### config.mk
export PLATFORM = sky130hd
export DESIGN_NAME = sr_latch_driver
export DESIGN_NICKNAME = d
export VERILOG_FILES = /design/src/rtl/sr_drv_pkg.sv /design/src/rtl/sr_drv_timer.sv /design/src/rtl/sr_latch_driver.sv
export SDC_FILE = /design/constraint.sdc
export NUM_CORES = 1
export LEC_CHECK = 0
export BUFFER_PORTS_ARGS = -buffer_cell sky130_fd_sc_hd__buf_2
export CAP_MARGIN = 20
export CORE_AREA = 2 2 46 48
export DETAILED_ROUTE_END_ITERATION = 7
export DIE_AREA = 0 0 48 50
export PLACE_DENSITY = 0.64
export SYNTH_ARGS = -nofsm -noshare
export SYNTH_HDL_FRONTEND = slang
export SYNTH_HIERARCHICAL = 1
export SYNTH_SLANG_ARGS = --single-unit
export TNS_END_PERCENT = 5
### constraint.sdc
create_clock -name clk -period 1.5 [get_ports clk]
set_clock_uncertainty 0.15 [all_clocks]
set_input_delay 0.075 -clock clk [delete_from_list [all_inputs] [get_ports clk]]
set_output_delay 0.075 -clock clk [all_outputs]
set_load 0.03 [all_outputs]
### src/rtl/sr_drv_pkg.sv
// Shared types and defaults for the gated-SR latch driver.
// Build option: define SR_READBACK_EN to enable latch readback checking.
package sr_drv_pkg;

   // Write-sequence states, 3-bit encoding
   typedef enum logic [2:0] {
      ST_IDLE    = 3'd0,
      ST_SETUP   = 3'd1,
      ST_PULSE   = 3'd2,
      ST_HOLD    = 3'd3,
      ST_RECOVER = 3'd4
   } state_t;

   // Default timer width; must hold max(PULSE_LEN, RECOVER_LEN)
   localparam int CNT_W_DEF = 4;

   // Timer reload value for a phase of len cycles (a length of 0 loads 0)
   function automatic int phase_load(input int len);
      return (len > 0) ? len - 1 : 0;
   endfunction

endpackage

### src/rtl/sr_drv_timer.sv
// Loadable down-counter shared by the PULSE and RECOVER phases.
// done is high while the count is zero; the count holds at zero.
module sr_drv_timer
   import sr_drv_pkg::*;
#(
   parameter int CNT_W = CNT_W_DEF
) (
   input  logic             clk,
   input  logic             rst_n,
   input  logic             load,
   input  logic [CNT_W-1:0] value,
   output logic             done
);

   logic [CNT_W-1:0] cnt;

   // Load takes priority; otherwise count down to zero and stop
   always_ff @(posedge clk) begin
      if (!rst_n) begin
         cnt <= '0;
      end else if (load) begin
         cnt <= value;
      end else if (cnt != '0) begin
         cnt <= cnt - CNT_W'(1);
      end
   end

   assign done = (cnt == '0);

endmodule

### src/rtl/sr_latch_driver.sv
// Sequencer driving set/reset/gate of a gated SR latch from a valid/ready
// write-request stream. Each write: SETUP, PULSE (gate high), HOLD, RECOVER.
// Build option: SR_READBACK_EN adds the q_fb input and a sticky err flag;
// without it err is tied low.
module sr_latch_driver
   import sr_drv_pkg::*;
#(
   parameter int PULSE_LEN   = 2,
   parameter int RECOVER_LEN = 1,
   parameter int CNT_W       = CNT_W_DEF
) (
   input  logic clk,
   input  logic rst_n,
   input  logic req_valid,
   input  logic req_data,
   input  logic req_force,
`ifdef SR_READBACK_EN
   input  logic q_fb,
`endif
   output logic req_ready,
   output logic s,
   output logic r,
   output logic gate,
   output logic busy,
   output logic err
);

   localparam logic [CNT_W-1:0] PULSE_LOAD = CNT_W'(phase_load(PULSE_LEN));
   localparam logic [CNT_W-1:0] REC_LOAD   = CNT_W'(phase_load(RECOVER_LEN));

   state_t           state;
   logic             cmd;
   logic             shadow;
   logic             shadow_vld;
   logic             tmr_load;
   logic [CNT_W-1:0] tmr_val;
   logic             tmr_done;
   logic             skip;

   // Timer is reloaded on the single-cycle phases preceding each timed phase
   always_comb begin
      tmr_load = 1'b0;
      tmr_val  = '0;
      case (state)
         ST_SETUP: begin
            tmr_load = 1'b1;
            tmr_val  = PULSE_LOAD;
         end
         ST_HOLD: begin
            tmr_load = 1'b1;
            tmr_val  = REC_LOAD;
         end
         default: ;
      endcase
   end

   sr_drv_timer #(
      .CNT_W (CNT_W)
   ) u_timer (
      .clk   (clk),
      .rst_n (rst_n),
      .load  (tmr_load),
      .value (tmr_val),
      .done  (tmr_done)
   );

   // A request matching the known latch contents needs no pulse
   assign skip = shadow_vld && (req_data == shadow) && !req_force;

`ifdef SR_READBACK_EN
   logic err_q;

   // Sticky readback mismatch, sampled at the end of HOLD
   always_ff @(posedge clk) begin
      if (!rst_n) begin
         err_q <= 1'b0;
      end else if (state == ST_HOLD && q_fb != cmd) begin
         err_q <= 1'b1;
      end
   end

   assign err = err_q;
`else
   assign err = 1'b0;
`endif

   // Write-sequence FSM; outputs are registered alongside the next state
   always_ff @(posedge clk) begin
      if (!rst_n) begin
         state      <= ST_IDLE;
         cmd        <= 1'b0;
         shadow     <= 1'b0;
         shadow_vld <= 1'b0;
         s          <= 1'b0;
         r          <= 1'b0;
         gate       <= 1'b0;
         busy       <= 1'b0;
         req_ready  <= 1'b1;
      end else begin
         case (state)
            ST_IDLE: begin
               if (req_valid && !skip) begin
                  cmd       <= req_data;
                  state     <= ST_SETUP;
                  s         <= req_data;
                  r         <= ~req_data;
                  gate      <= 1'b0;
                  busy      <= 1'b1;
                  req_ready <= 1'b0;
               end
            end
            ST_SETUP: begin
               state <= ST_PULSE;
               gate  <= 1'b1;
            end
            ST_PULSE: begin
               if (tmr_done) begin
                  state <= ST_HOLD;
                  gate  <= 1'b0;
               end
            end
            ST_HOLD: begin
               shadow     <= cmd;
               shadow_vld <= 1'b1;
`ifdef SR_READBACK_EN
               // A failed readback leaves the latch contents unknown
               if (q_fb != cmd) begin
                  shadow_vld <= 1'b0;
               end
`endif
               s <= 1'b0;
               r <= 1'b0;
               if (RECOVER_LEN == 0) begin
                  state     <= ST_IDLE;
                  busy      <= 1'b0;
                  req_ready <= 1'b1;
               end else begin
                  state <= ST_RECOVER;
               end
            end
            ST_RECOVER: begin
               if (tmr_done) begin
                  state     <= ST_IDLE;
                  busy      <= 1'b0;
                  req_ready <= 1'b1;
               end
            end
            default: begin
               state     <= ST_IDLE;
               s         <= 1'b0;
               r         <= 1'b0;
               gate      <= 1'b0;
               busy      <= 1'b0;
               req_ready <= 1'b1;
            end
         endcase
      end
   end

endmodule
==> metrics, run 1 <==
DRC 0; max incr delay on CP 340 ps; Worst Hold End busy$_SDFFE_PN0P_; row count 16; max cap viols 0; flop2flop setup slack 30 ps; clock buffer depth 2; Logic pwr share 48.3%; final instance area 938.4 um^2; Clock Power Share 15.0%; final setup fails 0; critical path cell sequence inv_2, ha_4, nor3b_4, buf_4, xnor2_1, o21ai_1; Layout Nets 112; GRT overflow 0; commonest non-fill, non-tap cell in the layout dfxtp_1; top cells by area, synth dfxtp_1 41%, o21ai_0 6.1%, nand2_1 3.6%; hold_ws 94.81 ps; Max Clk Rate 0.6812 GHz; gpl congestion 0.7622; CTS sink cnt 15; switching portion of total power 34.67%; hold path depth 4; WP data arrival 1480 ps; Ant. Diodes 0; 1st-pass router iterations 4; hold_sp req_valid; area grow syn2layout 27.33%; routed vias/inst 4.636; CP max stage cell dfxtp_2; cells after synthesis 80; sequential area share after synthesis 40.75%; EDFF count, synth 0; Crit Path Class reg -> reg; Sw Pwr 0.5304 mW; Final Non-Filler Cells 132; Hold/Removal Path Class in -> reg; pre-CTS WS -98.60 ps; Leakage 0.4035 nW; vias in the first global route 576; Final Slew Violations 0; unrepaired setup endpoints after global routing yes; placed inst area 842.1 um^2; Seq cells post-synth 15; Initial Utilization 38.75%; Die Width 48 um; WL final 1.432 mm; antenna violations before repair 0; Worst R2R End u_timer/cnt[0]$_SDFFE_PN0P_; cell taking the most area after synthesis dfxtp_1; final core occ 49.34%; DRT antenna net count 0; number of port buffers 9; power share of the sequential group 36.7%; maximum fanout along the worst path 5; Die Ht 50 um; Avg Cell Area, Syn 9.212 um^2; CTS tree yes; Async SR Flop Fraction 0%; Synth Flop Type dfxtp_1; Worst setup EP type flop; maximum number of pins on one net before global-route repair 18; Hold Violations, Final 0; final setup slack of the worst path 31.92 ps; root buffer cell clkbuf_4; worst reg-to-reg path cell count 6; Ports 11; Core Region 1902 um^2; commonest non-fill, non-tap cells in the layout 13 x dfxtp_1, 10 x buf_4, 9 x buf_2, 8 x o21ai_0, 7 x nand2_1; first-pass GRT wire length 2.359 mm; Tot GR Track Use 13.88%; outcome completed; initial DRC count 5; crit start category flop; Post-Syn Area 737.0 um^2; Final period util 97.87%; Peak VDD IR 0.001008 V; worst r2r src u_timer/cnt[0]$_SDFFE_PN0P_; via count 612; worst skew pair latency 280 ps; Pint 0.9994 mW; die footprint 2400 um^2; share of cells above drive strength 1 33.33%; Num CTS Buffers 3; Reg clk slew, reported paths 90 ps; WL per Instance 10.85 um; Yosys cell types 33; share of the synthesized area in the top cell type 40.75%; Worst EP required 1520 ps; PwrDens 1630 nW/um^2; H-tree levels 1; placed insts 122; yosys warns 6; Detail Placement HPWL 1.001 mm; Tmin final 1468 ps
synth_stat cells (2+ instances only):
cell type / instances
o21ai_0: 9
nand2b_1: 3
nand3_1: 5
a21oi_1: 3
buf_4: 2
nor2_1: 2
and3_1: 2
xor2_1: 2
nand2_1: 7
inv_1: 3
dfxtp_1: 15
xnor2_1: 2
and2b_1: 2
a21boi_0: 3
nor2b_1: 2
worst max path at each step:
stage	start	end	slack, ps	cells past startpoint
finish	u_timer/cnt[0]$_SDFFE_PN0P_	u_timer/cnt[0]$_SDFFE_PN0P_	30	6
global route	u_timer/cnt[0]$_SDFFE_PN0P_	u_timer/cnt[0]$_SDFFE_PN0P_	-20	6
global placement	u_timer/cnt[0]$_SDFFE_PN0P_	req_ready$_SDFFE_PN1P_	-30	7
CTS	u_timer/cnt[0]$_SDFFE_PN0P_	u_timer/cnt[1]$_SDFFE_PN0P_	7	5
floorplan	u_timer/cnt[0]$_SDFFE_PN0P_	req_ready$_SDFFE_PN1P_	10	7
detailed placement	u_timer/cnt[0]$_SDFFE_PN0P_	req_ready$_SDFFE_PN1P_	-100	7
layout make-up:
type | count | area (um^2)
fillers | 185 | 963.4
inverters | 3 | 11.26
repair buffers | 21 | 140.1
multi-input cells | 62 | 424.2
flip-flops and latches | 15 | 302.8
clock buffers | 4 | 26.28
well taps | 27 | 33.78
worst max-delay path: cells and delay by family, from the launching register on:
kind / cells / cell delay (ps)
DFF: 1 / 340
and+or+nand+nor: 1 / 290
adders and majority gates: 1 / 130
buffers and inverters: 2 / 250
AOI/OAI and AO/OA: 1 / 100
xor gates and xnor gates: 1 / 110
state kept, by name, indices dropped and copies added, names as in the netlist:
register and cells:
u_timer/cnt 4, state 3, busy 1, cmd 1, gate 1, r 1
req_ready 1, s 1, shadow 1, shadow_vld 1
metal layers:
layer | track usage, % | up-vias | wire [um]
li1 | - | 324 | -
met1 | 19.51 | 279 | 732
met2 | 19.33 | 7 | 645
met3 | 3.297 | 2 | 40
met4 | 6.757 | 0 | 13
met5 | 0 | - | 0
power groups by stage:
stage | Clock, mW | Combinational, mW | Sequential, mW
floorplan | 0 | 0.426 | 0.576
global placement | 0 | 0.594 | 0.557
detailed placement | 0 | 0.600 | 0.558
CTS | 0.237 | 0.694 | 0.558
global route | 0.251 | 0.811 | 0.569
finish | 0.229 | 0.739 | 0.562
what timing repair did:
action,CTS,global route
resized for setup,7,2
setup buffers,3,1
hold buffers,2,0
pin swaps,2,2
setup endpoints to repair,4,7
endpoints found under the hold margin,3,0
per-stage QoR:
step           power [mW]  setup TNS, ps
2_1_floorplan       1.003              0
3_3_place_gp        1.151         -69.73
3_5_place_dp        1.158         -239.9
4_1_cts             1.489              0
5_1_grt             1.631         -50.79
6_report            1.530              0
cells by family after synthesis:
logic type | count (synthesis) | synth area share (%)
AO/OA/AOI/OAI | 21 | 18.50
XOR/XNOR | 4 | 4.755
adder cells (fa/ha/maj) | 1 | 1.698
buffers and inverters | 6 | 6.112
flip-flops | 15 | 40.75
multiplexers | 2 | 2.886
other | 1 | 0.5088
AND/OR/NAND/NOR | 30 | 24.79
Power figures use the tool's default switching activity.
==> run 2, diff against run 1 <==
--- a/config.mk
+++ b/config.mk
@@ -7,10 +7,11 @@
 export LEC_CHECK = 0
 export BUFFER_PORTS_ARGS = -buffer_cell sky130_fd_sc_hd__buf_2
 export CAP_MARGIN = 20
-export CORE_AREA = 2 2 46 48
+export CORE_AREA = 2 2 43 45
 export DETAILED_ROUTE_END_ITERATION = 7
-export DIE_AREA = 0 0 48 50
-export PLACE_DENSITY = 0.64
+export DIE_AREA = 0 0 45 47
+export GPL_TIMING_DRIVEN = 0
+export PLACE_DENSITY = 0.72
 export SYNTH_ARGS = -nofsm -noshare
 export SYNTH_HDL_FRONTEND = slang
 export SYNTH_HIERARCHICAL = 1
==> run 2 against run 1 <==
  * The run now ends with negative setup slack left
  * Clock power barely moved
  * Design area is 7.5% higher
  * Critical path depth unchanged
  * Sequential share of layout area is 2.2 points lower
  * Register-to-register slack got worse by 40 ps
  * Die area shrank 12%
  * Fmax decreased by 2.4%
  * Via count rose by 7.5%
  * Sequential cell count unchanged
  * Critical path type unchanged
  * Largest power group unchanged
  * Highest routed layer unchanged
==> metrics, run 2 (synthesized netlist as in run 1, its figures left out) <==
outcome complete, but fails checks (was completed); failing checks negative setup slack; via count 658 (was 612); Layout Nets 117 (was 112); H-tree levels 1 (unchanged); Worst EP required 1570 ps (was 1520 ps); placed insts 109 (was 122); DRT antenna net count 0 (unchanged); Tmin final 1504 ps (was 1468 ps); Die Ht 47 um (was 50 um); area grow syn2layout 36.84% (was 27.33%); CP Launch Point u_timer/cnt[0]$_SDFFE_PN0P_ (unchanged); Crit Path Class reg -> reg (unchanged); setup TNS -3.580 ps (was 0 ps); Tot GR Track Use 16.77% (was 13.88%); first-pass GRT wire length 2.511 mm (was 2.359 mm); worst r2r src u_timer/cnt[0]$_SDFFE_PN0P_ (unchanged); Initial Utilization 44.62% (was 38.75%); worst skew pair latency 290 ps (was 280 ps); Hold Violations, Final 0 (unchanged); Reg clk slew, reported paths 80 ps (was 90 ps); WL per Instance 11.56 um (was 10.85 um); commonest non-fill, non-tap cell in the layout dfxtp_1 (unchanged); largest reg by FF count u_timer/cnt (unchanged); worst reg-to-reg path cell count 6 (unchanged); largest registers u_timer/cnt (4), state (3) (unchanged); routed vias/inst 5.181 (was 4.636); maximum fanout along the worst path 2 (was 5); die footprint 2115 um^2 (was 2400 um^2); CP max stage cell dfxtp_2 (unchanged); Final period util 100.2% (was 97.87%); CTS tree yes (unchanged); flop2flop setup slack -4 ps (was 30 ps); Leakage 0.4443 nW (was 0.4035 nW); Detail Placement HPWL 917.8 um (was 1.001 mm); clock buffer depth 2 (unchanged); Hold/Removal Path Class in -> reg (unchanged); Final Slew Violations 0 (unchanged); PwrDens 1677 nW/um^2 (was 1630 nW/um^2); max cap viols 0 (unchanged); Core Region 1652 um^2 (was 1902 um^2); crit start category flop (unchanged); placed inst area 818.3 um^2 (was 842.1 um^2); unrepaired setup endpoints after global routing yes (unchanged); Max Clk Rate 0.6651 GHz (was 0.6812 GHz); Worst setup EP type flop (unchanged); number of port buffers 9 (unchanged); critical path cell sequence inv_2, ha_4, nor3b_4, buf_6, mux2_4, o21ai_2 (was inv_2, ha_4, nor3b_4, buf_4, xnor2_1, o21ai_1); root buffer cell clkbuf_4 (unchanged); Ant. Diodes 0 (unchanged); commonest non-fill, non-tap cells in the layout 13 x dfxtp_1, 11 x buf_4, 8 x buf_2, 7 x nand2_1, 7 x o21ai_1 (was 13 x dfxtp_1, 10 x buf_4, 9 x buf_2, 8 x o21ai_0, 7 x nand2_1); WL final 1.468 mm (was 1.432 mm); antenna violations before repair 0 (unchanged); WP data arrival 1580 ps (was 1480 ps); vias in the first global route 589 (was 576); GRT overflow 0 (unchanged); Final Non-Filler Cells 127 (was 132); Power Total 1.691 mW (was 1.530 mW); Ports 11 (unchanged); CTS sink cnt 15 (unchanged); hold_ws 33.07 ps (was 94.81 ps); Worst R2R End u_timer/cnt[1]$_SDFFE_PN0P_ (was u_timer/cnt[0]$_SDFFE_PN0P_); row count 15 (was 16); Peak VDD IR 0.0006969 V (was 0.001008 V); DRC 0 (unchanged); Die Width 45 um (was 48 um); Largest register FFs 4 (unchanged); final setup slack of the worst path -3.580 ps (was 31.92 ps); Num CTS Buffers 3 (unchanged); 1st-pass router iterations 4 (unchanged); share of cells above drive strength 1 37.27% (was 33.33%); final instance area 1008 um^2 (was 938.4 um^2); initial DRC count 9 (was 5); maximum number of pins on one net before global-route repair 11 (was 18); final setup fails 1 (was 0); max incr delay on CP 330 ps (was 340 ps); Setup crit end u_timer/cnt[1]$_SDFFE_PN0P_ (was u_timer/cnt[0]$_SDFFE_PN0P_); gpl congestion 0.8349 (was 0.7622)
## run 2: worst min path at each step
| stage | endpoint | cells after the start | startpoint |
|---|---|---|---|
| finish | cmd$_SDFFE_PN0P_ | 3 | req_valid |
| global route | cmd$_SDFFE_PN0P_ | 3 | req_valid |
| CTS | busy$_SDFFE_PN0P_ | 3 | req_valid |
| detailed placement | cmd$_SDFFE_PN0P_ | 3 | req_data |
| global placement | cmd$_SDFFE_PN0P_ | 3 | req_data |
| floorplan | u_timer/cnt[2]$_SDFFE_PN0P_ | 1 | rst_n |
## run 2: worst max-delay path: cells and delay by family, from the launching register on
family | cells | cell delay (ps)
multiplexers | 1 | 300
flip-flops | 1 | 330
AO/OA/AOI/OAI | 1 | 100
AND/OR/NAND/NOR | 1 | 220
adder cells (fa/ha/maj) | 1 | 140
buffers and inverters | 2 | 210
## run 2: per-stage QoR
step                      util (%)  worst slack, ps
final                        61.06           -3.580
after global routing         61.06           -57.03
after detailed placement     49.55           -181.2
after global placement       49.55           -134.4
after CTS                    58.41           -44.74
after floorplan                  -            14.48
## run 2: area by class of cell
class                           instances  area (um^2)
Sequential cell                        15        302.8
Multi-Input combinational cell         62        439.2
Inverter                                3        11.26
Timing Repair Buffer                   23        173.9
Fill cell                             152        643.1
Buffer                                  3        33.78
Clock buffer                            4        26.28
Tap cell                               17        21.27
## run 2: power breakdown
part           leakage (nW)  switching [mW]  internal (mW)
registers             0.124          0.0710          0.481
logic                 0.305           0.382          0.527
clock network        0.0150           0.127          0.104
total                 0.444           0.579           1.11
## run 2: per-layer routing
metal	share of wire, %	vias to the layer above	GRT usage, %
li1	-	334	-
met1	44	306	19.48
met2	49	13	29.14
met3	3.7	5	2.308
met4	3.1	0	10.59
met5	0	-	0
## run 2: what timing repair did
action,in CTS,in global routing
buffers inserted,8,3
hold endpoints to repair,5,0
resized for setup,11,13
hold buffers,3,0
pin swaps,5,8
setup endpoints to repair,6,10
==> run 3, diff against run 2 <==
--- a/config.mk
+++ b/config.mk
@@ -11,7 +11,7 @@
 export DETAILED_ROUTE_END_ITERATION = 7
 export DIE_AREA = 0 0 45 47
 export GPL_TIMING_DRIVEN = 0
-export PLACE_DENSITY = 0.72
+export PLACE_DENSITY_LB_ADDON = 0.25
 export SYNTH_ARGS = -nofsm -noshare
 export SYNTH_HDL_FRONTEND = slang
 export SYNTH_HIERARCHICAL = 1
==> run 3 against run 2 <==
  * The flow still finishes with violations (negative setup slack)
  * Design area fell by 5.7%
  * Setup slack got worse by 6.7 ps
  * Hold slack got worse by 28 ps
  * Clock power fell by 2%
  * Via count fell by 5.0%
  * Power fell by 4.2%
  * Utilization fell by 3.5 points
  * First-iteration DRC count fell by 11%
  * Die area did not move
  * Fmax fell by 0.44%
  * Critical endpoint unchanged
  * Largest power group unchanged
==> metrics, run 3 (synthesized netlist as in run 1, its figures left out) <==
outcome complete, but fails checks (unchanged); failing checks negative setup slack (unchanged); power share of the sequential group 34.0% (was 32.6%); Hold Violations, Final 0 (unchanged); Ports 11 (unchanged); largest registers u_timer/cnt (4), state (3) (unchanged); Tot GR Track Use 15.57% (was 16.77%); PwrDens 1705 nW/um^2 (was 1677 nW/um^2); Power Total 1.621 mW (was 1.691 mW); maximum number of pins on one net before global-route repair 11 (unchanged); CTS sink cnt 15 (unchanged); final setup slack of the worst path -10.30 ps (was -3.580 ps); Initial Utilization 44.62% (unchanged); commonest non-fill, non-tap cell in the layout dfxtp_1 (unchanged); root buffer cell clkbuf_4 (unchanged); Tmin final 1510 ps (was 1504 ps); setup TNS -10.30 ps (was -3.580 ps); vias in the first global route 574 (was 589); switching portion of total power 34.51% (was 34.25%); number of port buffers 9 (unchanged); M2 GR Usage 25.71% (was 29.14%); Pint 1.061 mW (was 1.112 mW); antenna violations before repair 0 (unchanged); Clock Power Share 14.0% (was 13.6%); Leakage 0.4122 nW (was 0.4443 nW); WL per Instance 11.94 um (was 11.56 um); gpl congestion 0.8103 (was 0.8349); GRT overflow 0 (unchanged); share of cells above drive strength 1 34.62% (was 37.27%); final core occ 57.58% (was 61.06%); CTS tree yes (unchanged); Die Width 45 um (unchanged); clock buffer depth 2 (unchanged); WL final 1.445 mm (was 1.468 mm); unrepaired setup endpoints after global routing yes (unchanged); Ant. Diodes 0 (unchanged); Sw Pwr 0.5594 mW (was 0.5792 mW); Detail Placement HPWL 968.7 um (was 917.8 um); worst skew pair latency 280 ps (was 290 ps); WP data arrival 1580 ps (about the same); die footprint 2115 um^2 (unchanged); initial DRC count 8 (was 9); via count 625 (was 658); Layout Nets 111 (was 117); Core Region 1652 um^2 (unchanged); Crit Path Class reg -> reg (unchanged); gr busiest metal met2 (unchanged); DRC 0 (unchanged); met1 Use GR 19.95% (was 19.48%); Hold/Removal Path Class in -> reg (unchanged); routed vias/inst 5.165 (was 5.181); Logic pwr share 52.1% (was 53.7%); largest reg by FF count u_timer/cnt (unchanged); crit start category flop (unchanged); Worst setup EP type flop (unchanged); Peak VDD IR 0.0007498 V (was 0.0006969 V); Worst EP required 1560 ps (was 1570 ps); H-tree levels 1 (unchanged); maximum fanout along the worst path 6 (was 2); area grow syn2layout 29.03% (was 36.84%); commonest non-fill, non-tap cells in the layout 12 x dfxtp_1, 9 x buf_2, 7 x buf_4, 7 x nand2_1, 6 x o21ai_0 (was 13 x dfxtp_1, 11 x buf_4, 8 x buf_2, 7 x nand2_1, 7 x o21ai_1); DRT antenna net count 0 (unchanged); Reg clk slew, reported paths 80 ps (about the same); first-pass GRT wire length 2.387 mm (was 2.511 mm); final setup fails 1 (unchanged); row count 15 (unchanged); met3 Use GR 2.308% (unchanged); max cap viols 0 (unchanged); Num CTS Buffers 3 (unchanged); Largest register FFs 4 (unchanged); Die Ht 47 um (unchanged); Final Slew Violations 0 (unchanged); 1st-pass router iterations 4 (unchanged); Max Clk Rate 0.6621 GHz (was 0.6651 GHz); Final period util 100.7% (was 100.2%)
[run 3: per-stage QoR]
step | setup WS [ps] | cells | cell area, um^2 | hold WS (ps)
3_5_place_dp | -136.2 | 109 | 818.3 | 244.9
4_1_cts | -20.63 | 119 | 933.4 | 4.969
6_report | -10.30 | 121 | 950.9 | 5.267
5_1_grt | -64.15 | 121 | 950.9 | 22.97
2_1_floorplan | 14.48 | 83 | 752.0 | 58.41
3_3_place_gp | -120.4 | 109 | 818.3 | 228.6
[run 3: layout make-up]
class / count / area (um^2)
inverters: 3 / 11.26
well taps: 17 / 21.27
clock buffers: 4 / 26.28
multi-input cells: 62 / 431.7
fillers: 155 / 700.7
repair buffers: 17 / 122.6
flip-flops and latches: 15 / 304.0
plain buffers: 3 / 33.78
[run 3: final timing paths]
check | cells after the start | start | slack (ps) | endpoint
setup / recovery | 6 | u_timer/cnt[1]$_SDFFE_PN0P_ | -10 | u_timer/cnt[1]$_SDFFE_PN0P_
hold / removal | 3 | req_data | 5 | r$_SDFFE_PN0P_
setup reg to reg | 6 | u_timer/cnt[1]$_SDFFE_PN0P_ | -10 | u_timer/cnt[1]$_SDFFE_PN0P_
hold reg to reg | 2 | req_ready$_SDFFE_PN1P_ | 320 | req_ready$_SDFFE_PN1P_
[run 3: critical path: stages, from the launching register on]
cell     delay, ps
dfxtp_2        330
inv_2           70
ha_4           140
nor3b_4        210
buf_12         150
mux2_4         300
o21ai_2        100
[run 3: what timing repair did]
action,4_1_cts,5_1_grt
hold buffers,2,0
hold endpoints to repair,4,0
setup buffers,5,2
setup endpoints to repair,6,8
resized for setup,9,6
pin swaps,3,1
[run 3: routing by layer]
metal  share of wire, %  vias to the layer above
met5                  0                        -
met4                1.5                        0
met3                3.1                        4
met2                 47                       11
met1                 48                      288
li1                   -                      322
[run 3: power groups by stage]
stage | Combinational [mW] | Clock (mW) | Sequential, mW
global route | 0.917 | 0.247 | 0.561
CTS | 0.802 | 0.234 | 0.547
detailed placement | 0.559 | 0 | 0.554
finish | 0.844 | 0.226 | 0.550
global placement | 0.552 | 0 | 0.549
floorplan | 0.426 | 0 | 0.576
